## src/rtl/pc_redirect_ctrl.sv

```systemverilog
// PC redirect controller: drives the program counter's update interface and
// the matching pipeline flushes. It arbitrates EX branches, ID jumps,
// load-use stalls and syscall halt/resume, and keeps saturating statistics.
module pc_redirect_ctrl #(
  parameter int unsigned IM_ADDR_BIT = 10,
  parameter int unsigned CNT_W       = 16
) (
  input  logic                   clk,
  input  logic                   rst,
  input  logic                   ex_branch_taken,
  input  logic [IM_ADDR_BIT-1:0] ex_branch_target,
  input  logic                   id_valid,
  input  logic                   id_is_j,
  input  logic                   id_is_jr,
  input  logic [IM_ADDR_BIT-1:0] id_j_target,
  input  logic [IM_ADDR_BIT-1:0] id_jr_target,
  input  logic                   load_use_hazard,
  input  logic                   halt_req,
  input  logic                   resume,
  output logic                   en,
  output logic                   stall,
  output logic                   load_pc,
  output logic [IM_ADDR_BIT-1:0] pc_new,
  output logic                   flush_if_id,
  output logic                   flush_id_ex,
  output logic                   halted,
  output logic [CNT_W-1:0]       redirect_cnt,
  output logic [CNT_W-1:0]       stall_cnt
);

  typedef enum logic [1:0] {
    StRun    = 2'd0,
    StHalted = 2'd1,
    StResume = 2'd2
  } state_e;

  localparam logic [CNT_W-1:0] CntMax = {CNT_W{1'b1}};

  state_e                 state_q, state_d;
  logic                   pend_valid_q, pend_valid_d;
  logic [IM_ADDR_BIT-1:0] pend_addr_q, pend_addr_d;
  logic [CNT_W-1:0]       redirect_cnt_q, redirect_cnt_d;
  logic [CNT_W-1:0]       stall_cnt_q, stall_cnt_d;
  logic                   use_run_rules;

  // Next-state and zero-latency PC control outputs.
  always_comb begin
    state_d      = state_q;
    pend_valid_d = pend_valid_q;
    pend_addr_d  = pend_addr_q;
    en           = 1'b0;
    stall        = 1'b0;
    load_pc      = 1'b0;
    pc_new       = '0;
    flush_if_id  = 1'b0;
    flush_id_ex  = 1'b0;
    use_run_rules = 1'b0;

    unique case (state_q)
      StRun: begin
        use_run_rules = 1'b1;
        if (halt_req) state_d = StHalted;
      end
      StHalted: begin
        stall = 1'b1;
        // Last branch seen while halted wins; captured even on the resume cycle.
        if (ex_branch_taken) begin
          pend_valid_d = 1'b1;
          pend_addr_d  = ex_branch_target;
        end
        if (resume) state_d = StResume;
      end
      StResume: begin
        if (pend_valid_q) begin
          en           = 1'b1;
          load_pc      = 1'b1;
          pc_new       = pend_addr_q;
          flush_if_id  = 1'b1;
          flush_id_ex  = 1'b1;
          pend_valid_d = 1'b0;
        end else begin
          use_run_rules = 1'b1;
        end
        state_d = halt_req ? StHalted : StRun;
      end
      default: state_d = StRun;
    endcase

    if (use_run_rules) begin
      en = 1'b1;
      if (ex_branch_taken) begin
        // Younger instructions are squashed, so ID jumps and hazards are ignored.
        load_pc     = 1'b1;
        pc_new      = ex_branch_target;
        flush_if_id = 1'b1;
        flush_id_ex = 1'b1;
      end else if (id_valid && id_is_j && !load_use_hazard) begin
        load_pc     = 1'b1;
        pc_new      = id_j_target;
        flush_if_id = 1'b1;
      end else if (id_valid && id_is_jr && !load_use_hazard) begin
        load_pc     = 1'b1;
        pc_new      = id_jr_target;
        flush_if_id = 1'b1;
      end else if (load_use_hazard) begin
        // A jump held in ID is retried once the hazard clears.
        stall       = 1'b1;
        flush_id_ex = 1'b1;
      end
    end
  end

  // Saturating statistics counters.
  always_comb begin
    redirect_cnt_d = redirect_cnt_q;
    stall_cnt_d    = stall_cnt_q;
    if (en && load_pc && (redirect_cnt_q != CntMax)) redirect_cnt_d = redirect_cnt_q + 1'b1;
    if (stall && (stall_cnt_q != CntMax))            stall_cnt_d    = stall_cnt_q + 1'b1;
  end

  // State register with synchronous reset; reset discards any pending redirect.
  always_ff @(posedge clk) begin
    if (rst) begin
      state_q        <= StRun;
      pend_valid_q   <= 1'b0;
      pend_addr_q    <= '0;
      redirect_cnt_q <= '0;
      stall_cnt_q    <= '0;
    end else begin
      state_q        <= state_d;
      pend_valid_q   <= pend_valid_d;
      pend_addr_q    <= pend_addr_d;
      redirect_cnt_q <= redirect_cnt_d;
      stall_cnt_q    <= stall_cnt_d;
    end
  end

  assign halted       = (state_q == StHalted);
  assign redirect_cnt = redirect_cnt_q;
  assign stall_cnt    = stall_cnt_q;

endmodule
```

## config.mk

```make
export PLATFORM = sky130hd
export DESIGN_NAME = pc_redirect_ctrl
export DESIGN_NICKNAME = d
export VERILOG_FILES = /design/src/rtl/pc_redirect_ctrl.sv
export SDC_FILE = /design/constraint.sdc
export NUM_CORES = 1
export LEC_CHECK = 0
export CORE_UTILIZATION = 40
export CTS_CLUSTER_SIZE = 14
export DETAILED_ROUTE_END_ITERATION = 8
export GPL_TIMING_DRIVEN = 0
export PLACE_DENSITY = 0.81
export SLEW_MARGIN = 40
export SYNTH_ARGS = -nofsm -noshare
export SYNTH_HDL_FRONTEND = slang
export SYNTH_SLANG_ARGS = --single-unit
```

## constraint.sdc

```tcl
create_clock -name clk -period 6.4 [get_ports clk]
set_clock_uncertainty 0.2 [all_clocks]
set_input_delay 1.28 -clock clk [delete_from_list [all_inputs] [get_ports clk]]
set_output_delay 1.28 -clock clk [all_outputs]
set_load 0.1 [all_outputs]
```

# --- After elaboration in Yosys (flattened, before gate mapping) ---
# Cells that the tools add are included.
classes:
  add_sub_neg: 2
  n_eq_ne: 7
  mux: 32
  n_reduce_logical: 13
op_table:
  columns: ["cell", "n"]
  rows:
  - ["$mux 10", 6]
  - ["$add 16x1->16 const B", 2]
  - ["$ne 16x16->1 const B", 2]
  - ["$mux 1", 21]
  - ["$logic_and 1x1->1", 7]
  - ["$ne 2x2->1 const B", 3]
  - ["$pmux 2 s3", 1]
  - ["$reduce_and 2->1", 3]
  - ["$mux 2", 2]
  - ["$pmux 1 s2", 2]
  - ["$eq 2x1->1 const B", 1]
  - ["$eq 2x2->1 const B", 1]
  - ["$logic_not 2->1", 1]
  - ["$reduce_bool 2->1", 1]
  - ["$logic_not 1->1", 1]
totals:
  regBits: 45
  in_bits: 39
  out_inout_bits: 48
  elab_cells: 59

# --- Logic depth before layout (Yosys ltp) ---
# Gate-level depths: netlist of run 1.
depth:
  depth_word: 8
  mapped_depth: 7
  depth_no_buf: 6

# --- Least setup slack after synthesis of run 1 ---
# No wires, ideal clock.
synth_timing:
  path_type: "input to output"
  startpoint: "input port load_use_hazard"
  endpoint: "output port pc_new[0]"
  arrival_time_ps: 3410
  required_ps: 4920
  setup_slack_ps: 1510
  cell_stages: 6
  path_cell_list: "nor4bb_1 > clkbuf_1 > a221oi_1 > nor3_1 > a21oi_1 > nor2_1"
synth_via:
  elab_chain_len: 6
  elab_cells_between_ends: 7
  cone_classes: "mux: 4; reduce/logical: 3"
synth_lines:
  columns: ["element", "line_no", "text"]
  rows:
  - ["start, declared", "17", "input logic load_use_hazard,"]
  - ["$logic_not 1->1 *", "97, 101", null]
  - ["$logic_and 1x1->1", "101", "end else if (id_valid && id_is_jr && !load_use_hazard) begin"]
  - ["$mux 10", "101", null]
  - ["$mux 10 *", "97", "end else if (id_valid && id_is_j && !load_use_hazard) begin"]
  - ["$mux 10 *", "91", "if (ex_branch_taken) begin"]
  - ["$mux 10 *", "89", "if (use_run_rules) begin"]
  - ["end, declared", "23", "output logic [IM_ADDR_BIT-1:0] pc_new,"]
# Mark *: on every way between the ends. The rest lies on a longest branch, timed or not.

# --- Worst setup path after layout of run 1 ---
layout_timing:
  startpoint: "input port load_use_hazard"
  endpoint: "output port pc_new[9]"
# The elaborated chain is that of the path after synthesis.

==> impl_metrics.json, run 1 <==
{
  "status": "finished, final reports clean",
  "critPathKind": "input port to output pin",
  "drive_gt1_share_pct": 15.52,
  "slew_violations": 0,
  "synth_area_mm2": 0.002435,
  "grt_use_total_pct": 20.39,
  "htree_levels": 2,
  "synth_warnings": 0,
  "synthTopCellsByArea": "dfxtp_1 (37%), a21oi_1 (8.0%), nor2_1 (5.7%), nand3_1 (4.1%), xnor2_1 (4.0%)",
  "whs_ns": 0.2583,
  "crit_start": "load_use_hazard",
  "overflow": 0,
  "drtPass1Iterations": 4,
  "async_flop_share_pct": 0,
  "drc": 0,
  "ff2ff_path_depth": 7,
  "clk_path_buf_depth": 2,
  "final_hold_viol_count": 0,
  "netlist.area_leader.share_pct": 37.00,
  "grt_max_degree": 13,
  "final_cell_area_mm2": 0.003229,
  "synth_edf_count": 0,
  "period_needed_ns": 4.986,
  "die_w_um": 80.02,
  "rows": 28,
  "yosys.area.top_type": "dfxtp_1",
  "critical_path_required_ns": 4.92,
  "grt_pass1_wl_um": 10350,
  "fmax_ghz": 0.2006,
  "via_per_inst": 5.457,
  "finalWirelength_um": 6611,
  "final_util_pct": 54.87,
  "dpl_cell_area_mm2": 0.003149,
  "final_cell_mix": "buf_2 (50), dfxtp_1 (45), a21oi_1 (39)",
  "crit_path_start_kind": "input port",
  "dp_hpwl_um": 4976,
  "dp_slack_ns": 1.418,
  "syn_nets": 353,
  "clock_latency_ns": 0.29,
  "post_cts_buffers": 0,
  "setup-tns-final_ns": 0,
  "root_buffer": "clkbuf_8",
  "postCtsResizedCells": 0,
  "worst_pin_slew_ns": 0.5881,
  "core-area_mm2": 0.005886,
  "io_pins": 87,
  "port_buffers": 86,
  "post_drt_wl_per_cell_um": 13.74,
  "grt_pass1_vias": 2375,
  "synth_seq_area_share_pct": 37.00,
  "ctsHoldBuffers": 0,
  "antenna_left": 0,
  "final_common_cell": "buf_2",
  "clkTransAtPathRegs_ns": 0.08,
  "nNetsFinal": 446,
  "avgSynthCellArea_um2": 7.804,
  "finalSetupViolations": 0,
  "cts_tree": "yes",
  "peakVddDrop_mv": 0.1749,
  "die_h_um": 80.02,
  "cap_violations": 0,
  "cp_max_fo": 10,
  "start_util_pct": 41.37,
  "r2r-end": "redirect_cnt[1]$_SDFFE_PP0P_",
  "via_count": 2625,
  "antenna_found_initial": 0,
  "slowest_stage": "clkdlybuf4s50_1",
  "end_kind": "output pin",
  "arrival_ns": 3.51,
  "area_delta_synth_final_pct": 32.63,
  "initialDrtViolationCount": 112,
  "die_area_mm2": 0.006403,
  "holdPathStages": 2,
  "finalCritPeriodShare_pct": 77.91,
  "finalNonFillerCells": 481,
  "synth_seq_cells": 45,
  "cpPeakStageDelay_ns": 0.47,
  "syn_inst": 312,
  "gp_congestion": 0.8547,
  "worst_r2r_startpoint": "redirect_cnt[0]$_SDFFE_PP0P_",
  "cts_buffers": 5,
  "hold_class": "flip-flop to flip-flop",
  "synth_top_flop_cell": "dfxtp_1",
  "reg2reg_slack_ns": 4.10,
  "hold_path_end": "pend_addr_q[9]$_SDFFE_PP0P_",
  "rsz0062_at_grt": "no",
  "leakage_nw": 1.239,
  "ys_types": 46,
  "dp_cells": 473,
  "antenna_cells": 0,
  "fin_ws_ns": 1.414,
  "p_per_area_mw_per_mm2": 200.7,
  "numClockSinks": 45,
  "total_power_mw": 0.6482,
  "worstHoldStart": "pend_addr_q[9]$_SDFFE_PP0P_",
  "relSlewSlack_pct": 60.62,
  "crit_chain": "clkdlybuf4s50_1 -> nor4bb_1 -> clkbuf_1 -> a221oi_1 -> nor3_1 -> a21oi_1 -> nor2_1 -> buf_2"
}
[Yosys cell counts, types with 2 or more instances]
cell type	number
clkbuf_1	16
nand2b_1	2
mux2i_1	2
nand2_1	20
xnor2_1	11
o31ai_1	2
ha_1	2
nor2_1	37
and2_1	2
a221oi_1	10
buf_2	2
nor3_1	16
nand3_1	20
xor2_1	3
a2111oi_1	3
nor2b_1	11
or4_1	2
or3_1	10
and3_1	6
dfxtp_1	45
nand4_1	4
and4_1	4
o21ai_0	6
a21oi_1	39
nor4_1	2
o21ai_1	8
inv_1	8
[layer usage]
layer	GRT usage, %	vias up	wire (um)
li1	-	1317	-
met1	24.70	1226	2922
met2	36.32	80	3209
met3	4.686	2	452
met4	4.643	0	26
met5	0	-	0
[where the power goes]
| part | internal (mW) | switching, mW |
|---|---|---|
| Sequential | 0.287 | 0.00613 |
| Combinational | 0.0498 | 0.139 |
| Clock | 0.0777 | 0.0888 |
| Total | 0.414 | 0.234 |
[flip-flops by register name, indices dropped and copies added (netlist names)]
| signal | flops |
|---|---|
| redirect_cnt | 16 |
| state_q | 2 |
| pend_addr_q | 10 |
| pend_valid_q | 1 |
| stall_cnt | 16 |
[critical path: cells and delay by family]
| kind | cells | cell delay [ns] |
|---|---|---|
| simple gates | 3 | 0.66 |
| buf+inv | 3 | 1.31 |
| compound gates | 2 | 0.24 |
[cell type report]
type,instances,area [um2]
tap,75,93.84
timing repair buffer,86,620.6
inverter,8,30.03
multi-input combinational,239,1415
fill,564,2656
buffer,20,88.84
sequential,45,900.9
clock buffer,8,80.08
[cells by family after synthesis]
family / count (synthesis) / synth area share [%]
XOR/XNOR: 14 / 5.036
buffers and inverters: 28 / 4.882
flip-flops: 45 / 37.00
AND/OR/NAND/NOR: 143 / 30.58
multiplexers: 2 / 0.8222
adder cells (fa/ha/maj): 2 / 1.028
AO/OA/AOI/OAI: 78 / 20.66
[worst max-delay path by stage]
stage	slack (ns)	cells past startpoint	end
detailed placement	1.42	8	pc_new[9]
finish	1.41	8	pc_new[9]
global route	1.28	8	pc_new[9]
global placement	0.73	8	pc_new[9]
floorplan	1.51	6	pc_new[0]
CTS	1.40	8	pc_new[9]
No activity file was read; power rests on OpenSTA's default activity.
==> run 2, diff against run 1 <==
- PLACE_DENSITY: 0.81 -> 0.84
- clock period: 6.4 -> 4.4 ns (I/O delays scaled with it)
==> impl_metrics.json, run 2 (synthesis gave the netlist of run 1 again) <==
{
  "status": "finished with violations",
  "violations": "DRC",
  "die_area_mm2": 0.006403,
  "rsz0062_at_grt": "no",
  "switchingPower_mw": 0.3475,
  "grt_pass1_vias": 2324,
  "final_cell_area_mm2": 0.003251,
  "io_pins": 87,
  "final_common_cell": "buf_2",
  "grt_pass1_wl_um": 10750,
  "p_sw_share_pct": 35.51,
  "hold_class": "flip-flop to flip-flop",
  "initialDrtViolationCount": 173,
  "numClockSinks": 45,
  "total_power_mw": 0.9787,
  "p_clk_share_pct": 28.5,
  "ctsHoldBuffers": 0,
  "worstHoldStart": "pend_addr_q[3]$_SDFFE_PP0P_",
  "cts_buffers": 5,
  "relSlewSlack_pct": 58.07,
  "end_kind": "output pin",
  "grt_use_met2_pct": 35.56,
  "clk_path_buf_depth": 2,
  "critPathKind": "input port to output pin",
  "final_hold_viol_count": 0,
  "clkTransAtPathRegs_ns": 0.08,
  "worst_r2r_startpoint": "redirect_cnt[0]$_SDFFE_PP0P_",
  "post_cts_buffers": 0,
  "via_count": 2613,
  "dp_hpwl_um": 4914,
  "root_buffer": "clkbuf_8",
  "fmax_ghz": 0.2396,
  "peakVddDrop_mv": 0.1765,
  "finalSetupViolations": 0,
  "overflow": 0,
  "p_per_area_mw_per_mm2": 301.1,
  "crit_path_start_kind": "input port",
  "antenna_left": 0,
  "slew_violations": 0,
  "dpl_cell_area_mm2": 0.003149,
  "cap_violations": 0,
  "critical_path_required_ns": 3.32,
  "drtPass1Iterations": 6,
  "cp_max_fo": 10,
  "n_fill_cell": 584,
  "antenna_cells": 0,
  "holdPathStages": 2,
  "worst_pin_slew_ns": 0.6261,
  "grt_max_degree": 14,
  "core-area_mm2": 0.005886,
  "clock_latency_ns": 0.30,
  "whs_ns": 0.2610,
  "seqPwrFrac_pct": 43.5,
  "drc": 1,
  "use_met3_pct": 4.114,
  "period_needed_ns": 4.174,
  "use_met1_pct": 27.15,
  "ff2ff_path_depth": 7,
  "hold_path_end": "pend_addr_q[3]$_SDFFE_PP0P_",
  "finalWirelength_um": 6586,
  "antenna_found_initial": 0,
  "final_cell_mix": "buf_2 (50), dfxtp_1 (45), a21oi_1 (39)",
  "area_delta_synth_final_pct": 33.50,
  "nNetsFinal": 446,
  "intPower_mw": 0.6312,
  "die_h_um": 80.02,
  "leakage_nw": 1.254,
  "postCtsResizedCells": 0,
  "busiest_layer": "met2",
  "comb_power_share_pct": 28.0,
  "rows": 28,
  "via_per_inst": 5.432,
  "r2r-end": "redirect_cnt[1]$_SDFFE_PP0P_",
  "gp_congestion": 0.8660,
  "arrival_ns": 3.09,
  "htree_levels": 2,
  "grt_use_total_pct": 21.24,
  "post_drt_wl_per_cell_um": 13.69,
  "start_util_pct": 41.37,
  "cts_tree": "yes",
  "finalCritPeriodShare_pct": 94.87,
  "drive_gt1_share_pct": 16.26,
  "die_w_um": 80.02,
  "port_buffers": 86,
  "reg2reg_slack_ns": 2.07
}
run 2: cell types whose count changed in the layout (fill, tap and decap cells not counted):
cell      delta
clkbuf_1     -3
clkinv_2     +1
clkbuf_8     +2
run 2: worst max-delay path, cell delays in order:
cell             delay, ns
clkdlybuf4s50_1       0.49
nor4bb_1              0.35
clkbuf_1              0.40
a221oi_1              0.16
nor3_1                0.21
a21oi_1               0.06
nor2_1                0.10
buf_2                 0.43
run 2: worst max path at each step:
stage                           end            start  slack (ns)  cells past startpoint
after floorplan           pc_new[0]  load_use_hazard        0.31                      6
after global placement    pc_new[9]  load_use_hazard       -0.48                      8
after detailed placement  pc_new[7]  load_use_hazard        0.23                      8
after CTS                 pc_new[7]  load_use_hazard        0.22                      8
after global routing      pc_new[1]  load_use_hazard        0.04                      8
final                     pc_new[7]  load_use_hazard        0.23                      8
run 2: area by class of cell:
class	count	area, um2	share of cell area (%)
Inverter	8	30.03	0.9238
Tap cell	75	93.84	2.887
Timing Repair Buffer	86	620.6	19.09
Sequential cell	45	900.9	27.71
Buffer	20	88.84	2.733
Clock inverter	1	5.005	0.1540
Multi-Input combinational cell	239	1415	43.53
Clock buffer	7	96.34	2.964
run 2: layer usage:
layer  share of wire [%]  wire length [um]
met3                 7.3               480
met1                  44              2886
met2                  48              3139
met5                   0                 0
met4                 1.2                79
run 2: power by group through the flow:
stage          registers, mW  logic [mW]  clock network [mW]
6_report               0.426       0.274               0.279
5_1_grt                0.428       0.290               0.307
4_1_cts                0.426       0.276               0.287
3_5_place_dp           0.436       0.275                   0
3_3_place_gp           0.435       0.290                   0
2_1_floorplan          0.470       0.167                   0
run 2: through the flow:
step,setup WS (ns),util (%),instances,setup TNS [ns]
after global routing,0.04409,55.23,481,0
after CTS,0.2190,55.23,481,0
after floorplan,0.3098,-,312,0
after global placement,-0.4809,57.59,473,-4.370
after detailed placement,0.2258,53.51,473,0
final,0.2255,55.23,481,0
==> run 3, diff against run 2 <==
- CORE_UTILIZATION: 40 -> 41
- PLACE_DENSITY: 0.84 -> 0.85
==> impl_metrics.json, run 3 (synthesis gave the netlist of run 1 again) <==
{
  "worstHoldStart": "pend_addr_q[1]$_SDFFE_PP0P_",
  "finalSetupViolations": 0,
  "worst_pin_slew_ns": 0.6264,
  "ff2ff_path_depth": 7,
  "die_h_um": 79.06,
  "worst_r2r_startpoint": "redirect_cnt[0]$_SDFFE_PP0P_",
  "port_buffers": 86,
  "grt_pass1_vias": 2402,
  "setup-tns-final_ns": 0,
  "cts_buffers": 5,
  "finalWirelength_um": 6676,
  "gp_congestion": 0.7917,
  "cpPeakStageDelay_ns": 0.48,
  "final_cell_area_mm2": 0.003249,
  "antenna_left": 0,
  "critPathKind": "input port to output pin",
  "core-area_mm2": 0.005608,
  "switchingPower_mw": 0.3494,
  "final_hold_viol_count": 0,
  "end_kind": "output pin",
  "clkTransAtPathRegs_ns": 0.08,
  "rsz0062_at_grt": "no",
  "slowest_stage": "clkdlybuf4s50_1",
  "final_cell_mix": "buf_2 (49), dfxtp_1 (45), a21oi_1 (39)",
  "crit_chain": "clkdlybuf4s50_1 -> nor4bb_1 -> clkbuf_1 -> a221oi_1 -> nor3_1 -> a21oi_1 -> nor2_1 -> buf_2",
  "numClockSinks": 45,
  "peakVddDrop_mv": 0.1709,
  "start_util_pct": 43.42,
  "rows": 27,
  "use_met1_pct": 25.28,
  "io_pins": 87,
  "leakage_nw": 1.254,
  "relSlewSlack_pct": 58.06,
  "reg2reg_slack_ns": 2.09,
  "r2r-end": "redirect_cnt[1]$_SDFFE_PP0P_",
  "cts_tree": "yes",
  "p_sw_share_pct": 35.61,
  "cap_violations": 0,
  "via_per_inst": 5.454,
  "antenna_found_initial": 0,
  "initialDrtViolationCount": 109,
  "p_clk_share_pct": 28.5,
  "dpl_cell_area_mm2": 0.003146,
  "htree_levels": 2,
  "root_buffer": "clkbuf_8",
  "grt_max_degree": 14,
  "overflow": 0,
  "slew_violations": 0,
  "arrival_ns": 3.13,
  "cp_max_fo": 10,
  "hold_path_end": "pend_addr_q[1]$_SDFFE_PP0P_",
  "hold_class": "flip-flop to flip-flop",
  "final_common_cell": "buf_2",
  "die_area_mm2": 0.006250,
  "fmax_ghz": 0.2373,
  "area_delta_synth_final_pct": 33.45,
  "finalNonFillerCells": 478,
  "use_met3_pct": 3.678,
  "whs_ns": 0.2599,
  "nNetsFinal": 446,
  "grt_use_met2_pct": 37.67,
  "via_count": 2607,
  "drtPass1Iterations": 4,
  "intPower_mw": 0.6319,
  "drc": 0,
  "die_w_um": 79.06,
  "busiest_layer": "met2",
  "comb_power_share_pct": 28.1,
  "dp_cells": 470,
  "grt_use_total_pct": 21.01,
  "clk_path_buf_depth": 2,
  "dp_hpwl_um": 5026,
  "clock_latency_ns": 0.30,
  "post_drt_wl_per_cell_um": 13.97,
  "period_needed_ns": 4.214,
  "grt_pass1_wl_um": 10550,
  "drive_gt1_share_pct": 16.26,
  "critical_path_required_ns": 3.32,
  "status": "finished, final reports clean",
  "p_per_area_mw_per_mm2": 302.0,
  "antenna_cells": 0,
  "holdPathStages": 2,
  "seqPwrFrac_pct": 43.4,
  "crit_path_start_kind": "input port",
  "finalCritPeriodShare_pct": 95.77
}
==> run 3: cell type report <==
cell class	instances	area, um2
fillers	516	2359
multi-input cells	239	1415
flip-flops and latches	45	900.9
repair buffers	86	623.1
clock buffers	7	96.34
well taps	72	90.09
plain buffers	20	88.84
inverters	8	30.03
clock inverters	1	5.005
==> run 3: what timing repair did <==
item | 4_1_cts | 5_1_grt
endpoints found under the setup margin | 0 | 1
hold buffers | 0 | 0
buffers inserted | 0 | 0
gates resized for setup | 0 | 1
==> run 3: through the flow <==
| step | worst slack (ns) | utilization (%) | power, mW |
|---|---|---|---|
| 2_1_floorplan | 0.3098 | - | 0.6373 |
| 3_3_place_gp | -0.4773 | 60.37 | 0.7251 |
| 3_5_place_dp | 0.2102 | 56.09 | 0.7109 |
| 4_1_cts | 0.1970 | 57.90 | 0.9867 |
| 5_1_grt | 0.02225 | 57.94 | 1.020 |
| 6_report | 0.1860 | 57.94 | 0.9813 |
==> run 3: layer usage <==
layer / part of all wire, % / wire [um] / vias up
met1: 46 / 3058 / 1214
met3: 5.4 / 363 / 7
met5: 0 / 0 / -
met2: 48 / 3184 / 70
met4: 1.0 / 70 / 0
li1: - / - / 1316
==> run 3: power by group through the flow <==
| stage | Combinational [mW] | Clock (mW) | Sequential, mW |
|---|---|---|---|
| 3_5_place_dp | 0.275 | 0 | 0.436 |
| 5_1_grt | 0.290 | 0.303 | 0.427 |
| 6_report | 0.276 | 0.280 | 0.426 |
| 2_1_floorplan | 0.167 | 0 | 0.470 |
| 3_3_place_gp | 0.290 | 0 | 0.435 |
| 4_1_cts | 0.276 | 0.285 | 0.426 |
==> run 3: how the worst max path moves through the flow <==
stage / startpoint / endpoint / slack [ns] / cells past startpoint
floorplan: load_use_hazard / pc_new[0] / 0.31 / 6
global placement: load_use_hazard / pc_new[9] / -0.48 / 8
detailed placement: load_use_hazard / pc_new[9] / 0.21 / 8
CTS: load_use_hazard / pc_new[9] / 0.20 / 8
global route: load_use_hazard / pc_new[1] / 0.02 / 8
finish: load_use_hazard / pc_new[9] / 0.19 / 8
==> run 3: critical path, delay by kind of cell <==
kind,cells,cell delay (ns)
AOI/OAI and AO/OA,2,0.25
buffers and inverters,3,1.33
and+or+nand+nor,3,0.66
